==> config.mk <==
export PLATFORM = sky130hd
export DESIGN_NAME = pool2x2_relu_flat
export DESIGN_NICKNAME = d
export VERILOG_FILES = /design/src/rtl/pool2x2_relu_if.sv /design/src/rtl/pool2x2_relu.sv /design/src/flat_wrapper.sv
export SDC_FILE = /design/constraint.sdc
export NUM_CORES = 2
export LEC_CHECK = 0
export CORE_MARGIN = 4
export CORE_UTILIZATION = 37
export DETAILED_ROUTE_END_ITERATION = 8
export SETUP_SLACK_MARGIN = 0.2
export SYNTH_ARGS = -nofsm -noshare
export SYNTH_HDL_FRONTEND = slang
export SYNTH_SLANG_ARGS = --single-unit
==> constraint.sdc <==
create_clock -name clk -period 21.8 [get_ports clk]
set_input_delay 4.36 -clock clk [delete_from_list [all_inputs] [get_ports clk]]
set_output_delay 4.36 -clock clk [all_outputs]
set_load 0.02 [all_outputs]
==> src/rtl/pool2x2_relu_if.sv <==
// Bus bundle for pool2x2_relu: start/finish control plus the parameter,
// feature-map (read) and pooled-map (write) single-port SRAM ports.
// slave  = the pooling engine side; master = controller/SRAM side.
interface pool2x2_relu_if #(
  parameter int ADDR_W = 32
);
  logic              start;
  logic              finish;
  logic              param_cs;
  logic [ADDR_W-1:0] param_addr;
  logic [31:0]       param_rdata;
  logic              in_cs;
  logic [ADDR_W-1:0] in_addr;
  logic [31:0]       in_rdata;
  logic              out_cs;
  logic [ADDR_W-1:0] out_addr;
  logic              out_w_req;
  logic [31:0]       out_wdata;

  modport slave (
    input  start,
    output finish,
    output param_cs,
    output param_addr,
    input  param_rdata,
    output in_cs,
    output in_addr,
    input  in_rdata,
    output out_cs,
    output out_addr,
    output out_w_req,
    output out_wdata
  );

  modport master (
    output start,
    input  finish,
    input  param_cs,
    input  param_addr,
    output param_rdata,
    input  in_cs,
    input  in_addr,
    output in_rdata,
    input  out_cs,
    input  out_addr,
    input  out_w_req,
    input  out_wdata
  );
endinterface

==> src/rtl/pool2x2_relu.sv <==
// 2x2 / stride-2 max pooling over an int8 channel-major feature map.
// Reads num_row / num_CH from the parameter SRAM, pools each channel
// (floor semantics for odd num_row) and writes one byte per output pixel.
// Optional ReLU on the pooled value: define POOL_RELU_EN.
// All SRAM-facing outputs and finish are registered: the combinational
// block computes next-state values and the register block loads them, so
// an output is visible exactly in the state that owns it.
module pool2x2_relu #(
  parameter int ADDR_W = 32
) (
  input  logic          clk,
  input  logic          rst,
  pool2x2_relu_if.slave bus
);

  typedef enum logic [2:0] {
    IDLE,
    LD_PARM,
    SETUP,
    RD,
    WR,
    FIN
  } state_t;

  state_t            state, state_n;
  logic [2:0]        cnt, cnt_n;
  logic [ADDR_W-1:0] num_row, num_row_n;
  logic [31:0]       num_ch, num_ch_n;
  logic [ADDR_W-1:0] plane, plane_n;
  logic [ADDR_W-1:0] half, half_n;
  logic [ADDR_W-1:0] ch_base, ch_base_n;
  logic [ADDR_W-1:0] row_base, row_base_n;
  logic [ADDR_W-1:0] col, col_n;
  logic [ADDR_W-1:0] row_cnt, row_cnt_n;
  logic [31:0]       ch_cnt, ch_cnt_n;
  logic [ADDR_W-1:0] out_idx, out_idx_n;
  logic [7:0]        pmax, pmax_n;
  logic [7:0]        pix;
  logic [7:0]        result;

  logic              finish_q, finish_n;
  logic              param_cs_q, param_cs_n;
  logic [ADDR_W-1:0] param_addr_q, param_addr_n;
  logic              in_cs_q, in_cs_n;
  logic [ADDR_W-1:0] in_addr_q, in_addr_n;
  logic              out_cs_q, out_cs_n;
  logic [ADDR_W-1:0] out_addr_q, out_addr_n;
  logic              out_w_req_q, out_w_req_n;
  logic [31:0]       out_wdata_q, out_wdata_n;

  logic              in_rdata_unused;

  assign pix             = bus.in_rdata[7:0];
  assign in_rdata_unused = ^bus.in_rdata[31:8];

  assign bus.finish     = finish_q;
  assign bus.param_cs   = param_cs_q;
  assign bus.param_addr = param_addr_q;
  assign bus.in_cs      = in_cs_q;
  assign bus.in_addr    = in_addr_q;
  assign bus.out_cs     = out_cs_q;
  assign bus.out_addr   = out_addr_q;
  assign bus.out_w_req  = out_w_req_q;
  assign bus.out_wdata  = out_wdata_q;

  // State, counters, parameters and registered outputs; async active-low reset.
  always_ff @(posedge clk or negedge rst) begin
    if (!rst) begin
      state        <= IDLE;
      cnt          <= '0;
      num_row      <= '0;
      num_ch       <= '0;
      plane        <= '0;
      half         <= '0;
      ch_base      <= '0;
      row_base     <= '0;
      col          <= '0;
      row_cnt      <= '0;
      ch_cnt       <= '0;
      out_idx      <= '0;
      pmax         <= '0;
      finish_q     <= 1'b0;
      param_cs_q   <= 1'b0;
      param_addr_q <= '0;
      in_cs_q      <= 1'b0;
      in_addr_q    <= '0;
      out_cs_q     <= 1'b0;
      out_addr_q   <= '0;
      out_w_req_q  <= 1'b1;
      out_wdata_q  <= '0;
    end else begin
      state        <= state_n;
      cnt          <= cnt_n;
      num_row      <= num_row_n;
      num_ch       <= num_ch_n;
      plane        <= plane_n;
      half         <= half_n;
      ch_base      <= ch_base_n;
      row_base     <= row_base_n;
      col          <= col_n;
      row_cnt      <= row_cnt_n;
      ch_cnt       <= ch_cnt_n;
      out_idx      <= out_idx_n;
      pmax         <= pmax_n;
      finish_q     <= finish_n;
      param_cs_q   <= param_cs_n;
      param_addr_q <= param_addr_n;
      in_cs_q      <= in_cs_n;
      in_addr_q    <= in_addr_n;
      out_cs_q     <= out_cs_n;
      out_addr_q   <= out_addr_n;
      out_w_req_q  <= out_w_req_n;
      out_wdata_q  <= out_wdata_n;
    end
  end

  // Next-state, counter advance and next values of the registered outputs.
  always_comb begin
    state_n     = state;
    cnt_n       = cnt;
    num_row_n   = num_row;
    num_ch_n    = num_ch;
    plane_n     = plane;
    half_n      = half;
    ch_base_n   = ch_base;
    row_base_n  = row_base;
    col_n       = col;
    row_cnt_n   = row_cnt;
    ch_cnt_n    = ch_cnt;
    out_idx_n   = out_idx;
    pmax_n      = pmax;
    result      = pmax;
    out_cs_n    = 1'b0;
    out_w_req_n = 1'b1;
    out_addr_n  = out_addr_q;
    out_wdata_n = out_wdata_q;

    case (state)
      IDLE: begin
        if (bus.start) begin
          state_n = LD_PARM;
          cnt_n   = '0;
        end
      end

      LD_PARM: begin
        cnt_n = cnt + 3'd1;
        if (cnt == 3'd1) begin
          num_row_n = ADDR_W'(bus.param_rdata);
        end
        if (cnt == 3'd2) begin
          num_ch_n = bus.param_rdata;
          state_n  = SETUP;
          cnt_n    = '0;
        end
      end

      SETUP: begin
        plane_n    = num_row * num_row;
        half_n     = num_row >> 1;
        ch_base_n  = '0;
        row_base_n = '0;
        col_n      = '0;
        row_cnt_n  = '0;
        ch_cnt_n   = '0;
        out_idx_n  = '0;
        cnt_n      = '0;
        if ((num_row < ADDR_W'(2)) || (num_ch == '0)) begin
          state_n = FIN;
        end else begin
          state_n = RD;
        end
      end

      RD: begin
        if (cnt == 3'd0) begin
          cnt_n = 3'd1;
        end else begin
          // Tap 0 seeds the running max; later taps keep the signed larger.
          if ((cnt == 3'd1) || ($signed(pix) > $signed(pmax))) begin
            pmax_n = pix;
          end
          if (cnt == 3'd4) begin
`ifdef POOL_RELU_EN
            result = pmax_n[7] ? 8'h00 : pmax_n;
`else
            result = pmax_n;
`endif
            state_n     = WR;
            cnt_n       = '0;
            out_cs_n    = 1'b1;
            out_w_req_n = 1'b0;
            out_addr_n  = out_idx;
            out_wdata_n = {24'h0, result};
          end else begin
            cnt_n = cnt + 3'd1;
          end
        end
      end

      WR: begin
        out_idx_n = out_idx + ADDR_W'(1);
        state_n   = RD;
        cnt_n     = '0;
        if ((col + ADDR_W'(2)) == (half << 1)) begin
          col_n = '0;
          if ((row_cnt + ADDR_W'(1)) == half) begin
            row_cnt_n  = '0;
            row_base_n = '0;
            ch_base_n  = ch_base + plane;
            ch_cnt_n   = ch_cnt + 32'd1;
            if ((ch_cnt + 32'd1) == num_ch) begin
              state_n = FIN;
            end
          end else begin
            row_cnt_n  = row_cnt + ADDR_W'(1);
            row_base_n = row_base + (num_row << 1);
          end
        end else begin
          col_n = col + ADDR_W'(2);
        end
      end

      FIN: begin
        state_n = IDLE;
      end

      default: begin
        state_n = IDLE;
      end
    endcase

    finish_n     = (state_n == FIN);
    param_cs_n   = (state_n == LD_PARM) && (cnt_n < 3'd2);
    param_addr_n = param_cs_n ? (ADDR_W'(cnt_n) + ADDR_W'(1)) : param_addr_q;
    in_cs_n      = (state_n == RD) && (cnt_n < 3'd4);
    // Tap address is formed from the counters as they will be in the
    // issuing cycle, so the SRAM sees it in the same cycle in_cs rises.
    in_addr_n    = in_cs_n ?
                   (ch_base_n + row_base_n + col_n +
                    (cnt_n[1] ? num_row : '0) + ADDR_W'(cnt_n[0])) :
                   in_addr_q;
  end

endmodule

==> src/flat_wrapper.sv <==
// flat-port wrapper written by rule: the top's interface ports become plain ports
module pool2x2_relu_flat 
#(
  parameter int ADDR_W = 32
)
  (clk, rst, bus_start, bus_finish, bus_param_cs, bus_param_addr, bus_param_rdata, bus_in_cs, bus_in_addr, bus_in_rdata, bus_out_cs, bus_out_addr, bus_out_w_req, bus_out_wdata);
  pool2x2_relu_if #(.ADDR_W(ADDR_W)) bus_i ();
  input  logic clk;
  input  logic rst;
  input wire logic [$bits(bus_i.start)-1:0] bus_start;
  output wire logic [$bits(bus_i.finish)-1:0] bus_finish;
  output wire logic [$bits(bus_i.param_cs)-1:0] bus_param_cs;
  output wire logic [$bits(bus_i.param_addr)-1:0] bus_param_addr;
  input wire logic [$bits(bus_i.param_rdata)-1:0] bus_param_rdata;
  output wire logic [$bits(bus_i.in_cs)-1:0] bus_in_cs;
  output wire logic [$bits(bus_i.in_addr)-1:0] bus_in_addr;
  input wire logic [$bits(bus_i.in_rdata)-1:0] bus_in_rdata;
  output wire logic [$bits(bus_i.out_cs)-1:0] bus_out_cs;
  output wire logic [$bits(bus_i.out_addr)-1:0] bus_out_addr;
  output wire logic [$bits(bus_i.out_w_req)-1:0] bus_out_w_req;
  output wire logic [$bits(bus_i.out_wdata)-1:0] bus_out_wdata;
  assign bus_i.start = bus_start;
  assign bus_finish = bus_i.finish;
  assign bus_param_cs = bus_i.param_cs;
  assign bus_param_addr = bus_i.param_addr;
  assign bus_i.param_rdata = bus_param_rdata;
  assign bus_in_cs = bus_i.in_cs;
  assign bus_in_addr = bus_i.in_addr;
  assign bus_i.in_rdata = bus_in_rdata;
  assign bus_out_cs = bus_i.out_cs;
  assign bus_out_addr = bus_i.out_addr;
  assign bus_out_w_req = bus_i.out_w_req;
  assign bus_out_wdata = bus_i.out_wdata;
  pool2x2_relu #(.ADDR_W(ADDR_W)) u_core (.clk(clk), .rst(rst), .bus(bus_i));
endmodule
==> reports/qor_table.md <==
| Metric | Value |
| --- | --- |
| Row Count | 121 |
| Number of violations reported at the end of detailed-routing iteration 0 | 2064 |
| Vertical die dimension | 340.6 um |
| Top cells by area, synth | sky130_fd_sc_hd__dfrtp_1 25%, sky130_fd_sc_hd__fa_1 21%, sky130_fd_sc_hd__ha_1 7.2%, sky130_fd_sc_hd__inv_1 6.2%, sky130_fd_sc_hd__nand2_1 3.9% |
| Largest driver fanout on the critical path | 34 |
| Global-route wire length before repair | 182.7 mm |
| CTS tree | done |
| Die area | 116000 um^2 |
| Final count of hold timing violations | 0 |
| Number of antenna violations at the first check in global routing | 2 |
| Actual transition at the worst max-transition pin | 1178 ps |
| Remaining number of nets flagged by the antenna check after routing | 0 |
| Static Leakage | 21.76 nW |
| GR Util All Layers | 0.1975 |
| Primary flip-flop cell chosen by synthesis mapping | sky130_fd_sc_hd__dfrtp_1 |
| Share of layout cells above drive strength 1 | 0.07295 |
| TritonCTS Sinks | 413 |
| Count of boundary I/O pins | 200 |
| Share of async-settable or async-resettable flops after synthesis | 1.000 |
| Core ar. | 109300 um^2 |
| Total negative slack for setup checks | 0 ps |
| Worst-skew pair later-pin latency | 650 ps |
| Routed wire length | 114.3 mm |
| Fraction of the yosys area taken by sequential cells | 0.2525 |
| Unique cell type count in the Yosys netlist | 95 |
| CTS Root Cell | sky130_fd_sc_hd__clkbuf_16 |
| Average wire per standard cell | 19.14 um |
| GP Congestion | 0.9336 |
| Tcrit/Tclk final | 0.4800 |
| Worst-path clk slew | 60 ps |
| P&R area growth vs syn | 10.50% |
| Power Density | 178.2 nW/um^2 |
| Final setup violation count | 0 |
| Number of flops mapped to enable cells by yosys | 0 |
| Number of detailed-routing iterations run before antenna repair | 5 |
| Top achievable clock speed | 0.09556 GHz |
| Maximum number of pins on one net before global-route repair | 138 |
| Width of the chip | 340.6 um |
| Remaining DRCs | 0 |
| Worst clock skew | 63.63 ps |
| MaxCap Viol Count | 0 |
| Initial cell density of the core | 0.3745 |
| End-of-flow core utilization | 0.4138 |
| Number of nets in the finished design | 5187 |
| TritonCTS buffer count | 50 |
| Number of filler cells placed in the layout | 10.74k |
| Tmin final | 10460 ps |
| Mapped Area | 40940 um^2 |
| RSZ-0062 raised after global routing | no |
| Required time at the endpoint of the critical path | 22380 ps |
| Result of the run | finished, final reports clean |
| Number of buffers added to fix hold violations after cts | 0 |
| Via count of the first global-routing pass | 31.80k |
| Worst hold path class | register to register |
| Routed via count divided by cell count | 5.217 |
| Register bit count reported by yosys | 413 |
| Remaining Overflow, GRT | 0 |
| Slew Viols, Final | 0 |
| Peak supply drop | 357.7 uV |
| Crit start category | input pin |
| PostCTS Resize Cnt | 0 |
| Placed wire-length estimate | 88.08 mm |
| Average cell area after synthesis | 9.279 um^2 |
| Top cell type by total area after synthesis | sky130_fd_sc_hd__dfrtp_1 |
| Post-Syn Instances | 4412 |
| Buffers added on ports | 123 |
| Number of buffers added for setup after CTS | 0 |
| Crit Path Class | input pin to register |
| Number of vias after detailed routing | 31.16k |
| H-Tree Depth | 2 |
| Fraction of synthesized cell area taken by the top area cell type | 0.2518 |
| Number of buffers on the longest clock path | 3 |
| Worst relative slew slack | 0.1943 |
| Number of warnings issued by yosys | 0 |
| Sort of element at the end of the critical path | register |
| Arr. time, crit path | 11050 ps |
-- area by class of cell --
type / instances / area [um^2] / share of cell area
inverter: 681 / 2556 / 0.05651
sequential: 413 / 10340 / 0.2285
clock inverter: 23 / 311.5 / 0.006887
clock buffer: 69 / 1403 / 0.03101
timing repair buffer: 176 / 1647 / 0.03640
multi-input combinational: 3134 / 27130 / 0.5998
tap: 1476 / 1847 / 0.04083
antenna: 1 / 2.502 / 0.00005532
-- worst paths after layout --
kind	to	startpoint	depth (start not counted)	slack, ps
setup / recovery	u_core.bus.in_addr[29]	bus_start	25	11340
min in group asynchronous	u_core.ch_base[1]	rst	1	3690
max in group asynchronous	u_core.num_row[14]	rst	4	15190
setup reg to reg	u_core.bus.in_addr[29]	u_core.col[1]	31	11580
hold / removal	u_core.out_idx[31]	u_core.out_idx[31]	1	470
hold reg to reg	u_core.out_idx[31]	u_core.out_idx[31]	1	470
-- sequential cells by signal (all words and copies together), names as in the netlist, 8 cells and up --
| signal | count |
|---|---|
| u_core.num_ch | 32 |
| u_core.row_base | 32 |
| u_core.ch_base | 32 |
| u_core.bus.in_addr | 32 |
| u_core.pmax | 8 |
| u_core.num_row | 32 |
| u_core.row_cnt | 32 |
| u_core.out_idx | 32 |
| u_core.plane | 31 |
| u_core.bus.out_wdata | 8 |
| u_core.col | 32 |
| u_core.half | 31 |
| u_core.ch_cnt | 32 |
| u_core.bus.out_addr | 32 |
-- cell families after synthesis --
logic type | synth area share
simple gates | 0.1580
flops | 0.2525
xor+xnor | 0.05776
other cells | 0.00009160
compound gates | 0.1161
mux | 0.04322
buf+inv | 0.09071
fa+ha+maj | 0.2816
-- cells in the final DEF, fill, tap and decap left out, types with 122 or more instances in the layout --
cell type	instances
sky130_fd_sc_hd__inv_1	681
sky130_fd_sc_hd__fa_1	429
sky130_fd_sc_hd__nand2_1	418
sky130_fd_sc_hd__dfrtp_1	412
sky130_fd_sc_hd__o21ai_0	253
sky130_fd_sc_hd__ha_1	235
sky130_fd_sc_hd__nor2_1	178
sky130_fd_sc_hd__xnor2_1	167
sky130_fd_sc_hd__and2_1	159
sky130_fd_sc_hd__a21oi_1	144
sky130_fd_sc_hd__clkdlybuf4s50_1	122
-- critical path: stages --
cell and delay (ps):
sky130_fd_sc_hd__clkdlybuf4s50_1 500, sky130_fd_sc_hd__nor2_1 60, sky130_fd_sc_hd__nand2_1 110, sky130_fd_sc_hd__a21oi_1 70, sky130_fd_sc_hd__a211o_1 280, sky130_fd_sc_hd__buf_4 250
sky130_fd_sc_hd__and2_1 230, sky130_fd_sc_hd__fa_1 480, sky130_fd_sc_hd__inv_1 50, sky130_fd_sc_hd__fa_1 430, sky130_fd_sc_hd__inv_1 70, sky130_fd_sc_hd__ha_1 190
sky130_fd_sc_hd__fa_1 250, sky130_fd_sc_hd__a211oi_1 120, sky130_fd_sc_hd__o21ai_0 220, sky130_fd_sc_hd__a31oi_1 190, sky130_fd_sc_hd__a2111o_1 520, sky130_fd_sc_hd__o311ai_0 940
sky130_fd_sc_hd__nand2_1 190, sky130_fd_sc_hd__o21ai_0 480, sky130_fd_sc_hd__o21ai_0 140, sky130_fd_sc_hd__nand2b_1 120, sky130_fd_sc_hd__a31oi_1 100, sky130_fd_sc_hd__xnor2_1 430
sky130_fd_sc_hd__mux2_4 240
-- synth_stat cells (21+ instances only) --
cell type and n:
sky130_fd_sc_hd__o21ai_0 253, sky130_fd_sc_hd__o211ai_1 23, sky130_fd_sc_hd__mux2_2 112, sky130_fd_sc_hd__a31oi_1 29
sky130_fd_sc_hd__and4_1 21, sky130_fd_sc_hd__nor2b_1 30, sky130_fd_sc_hd__nand2_1 420, sky130_fd_sc_hd__nand4_1 59
sky130_fd_sc_hd__a21o_1 49, sky130_fd_sc_hd__nor3_1 60, sky130_fd_sc_hd__nor2_1 179, sky130_fd_sc_hd__ha_1 235
sky130_fd_sc_hd__o31ai_1 72, sky130_fd_sc_hd__and2_1 159, sky130_fd_sc_hd__xnor2_1 167, sky130_fd_sc_hd__xor2_1 103
sky130_fd_sc_hd__buf_4 52, sky130_fd_sc_hd__nor4_1 33, sky130_fd_sc_hd__clkbuf_1 127, sky130_fd_sc_hd__nand3_1 102
sky130_fd_sc_hd__nand2b_1 26, sky130_fd_sc_hd__or3_1 24, sky130_fd_sc_hd__o21bai_1 21, sky130_fd_sc_hd__and3_1 51
sky130_fd_sc_hd__o21a_1 37, sky130_fd_sc_hd__fa_1 429, sky130_fd_sc_hd__dfrtp_1 412, sky130_fd_sc_hd__a21oi_1 144
sky130_fd_sc_hd__inv_1 681, sky130_fd_sc_hd__buf_2 32
-- report_power, final --
part	switching, mW	internal (mW)	total (mW)
Clock	0.364	0.503	0.867
Combinational	3.51	2.81	6.32
Sequential	0.0538	0.819	0.873
Total	3.93	4.13	8.06
-- metrics by stage --
stage / hold WS [ps] / std cells / power (mW) / cell area [um^2] / setup WS [ps]
after floorplan: 439.4 / 4465 / 5.952 / 41140 / 12680
after global placement: 463.0 / 5880 / 7.173 / 43520 / 10900
after detailed placement: 466.2 / 5880 / 7.248 / 43520 / 10860
after CTS: 474.9 / 5972 / 8.152 / 45230 / 11530
after global routing: 506.2 / 5972 / 9.195 / 45230 / 11010
final: 471.9 / 5973 / 8.063 / 45240 / 11340
-- per-layer routing --
metal / global-route usage / vias to the layer above / share of wire
li1: - / 14570 / -
met1: 0.2714 / 15610 / 0.45
met2: 0.3243 / 798 / 0.47
met3: 0.02672 / 179 / 0.052
met4: 0.06205 / 2 / 0.032
met5: 0 / - / 0.00011
(Power assumes the default switching activity.)
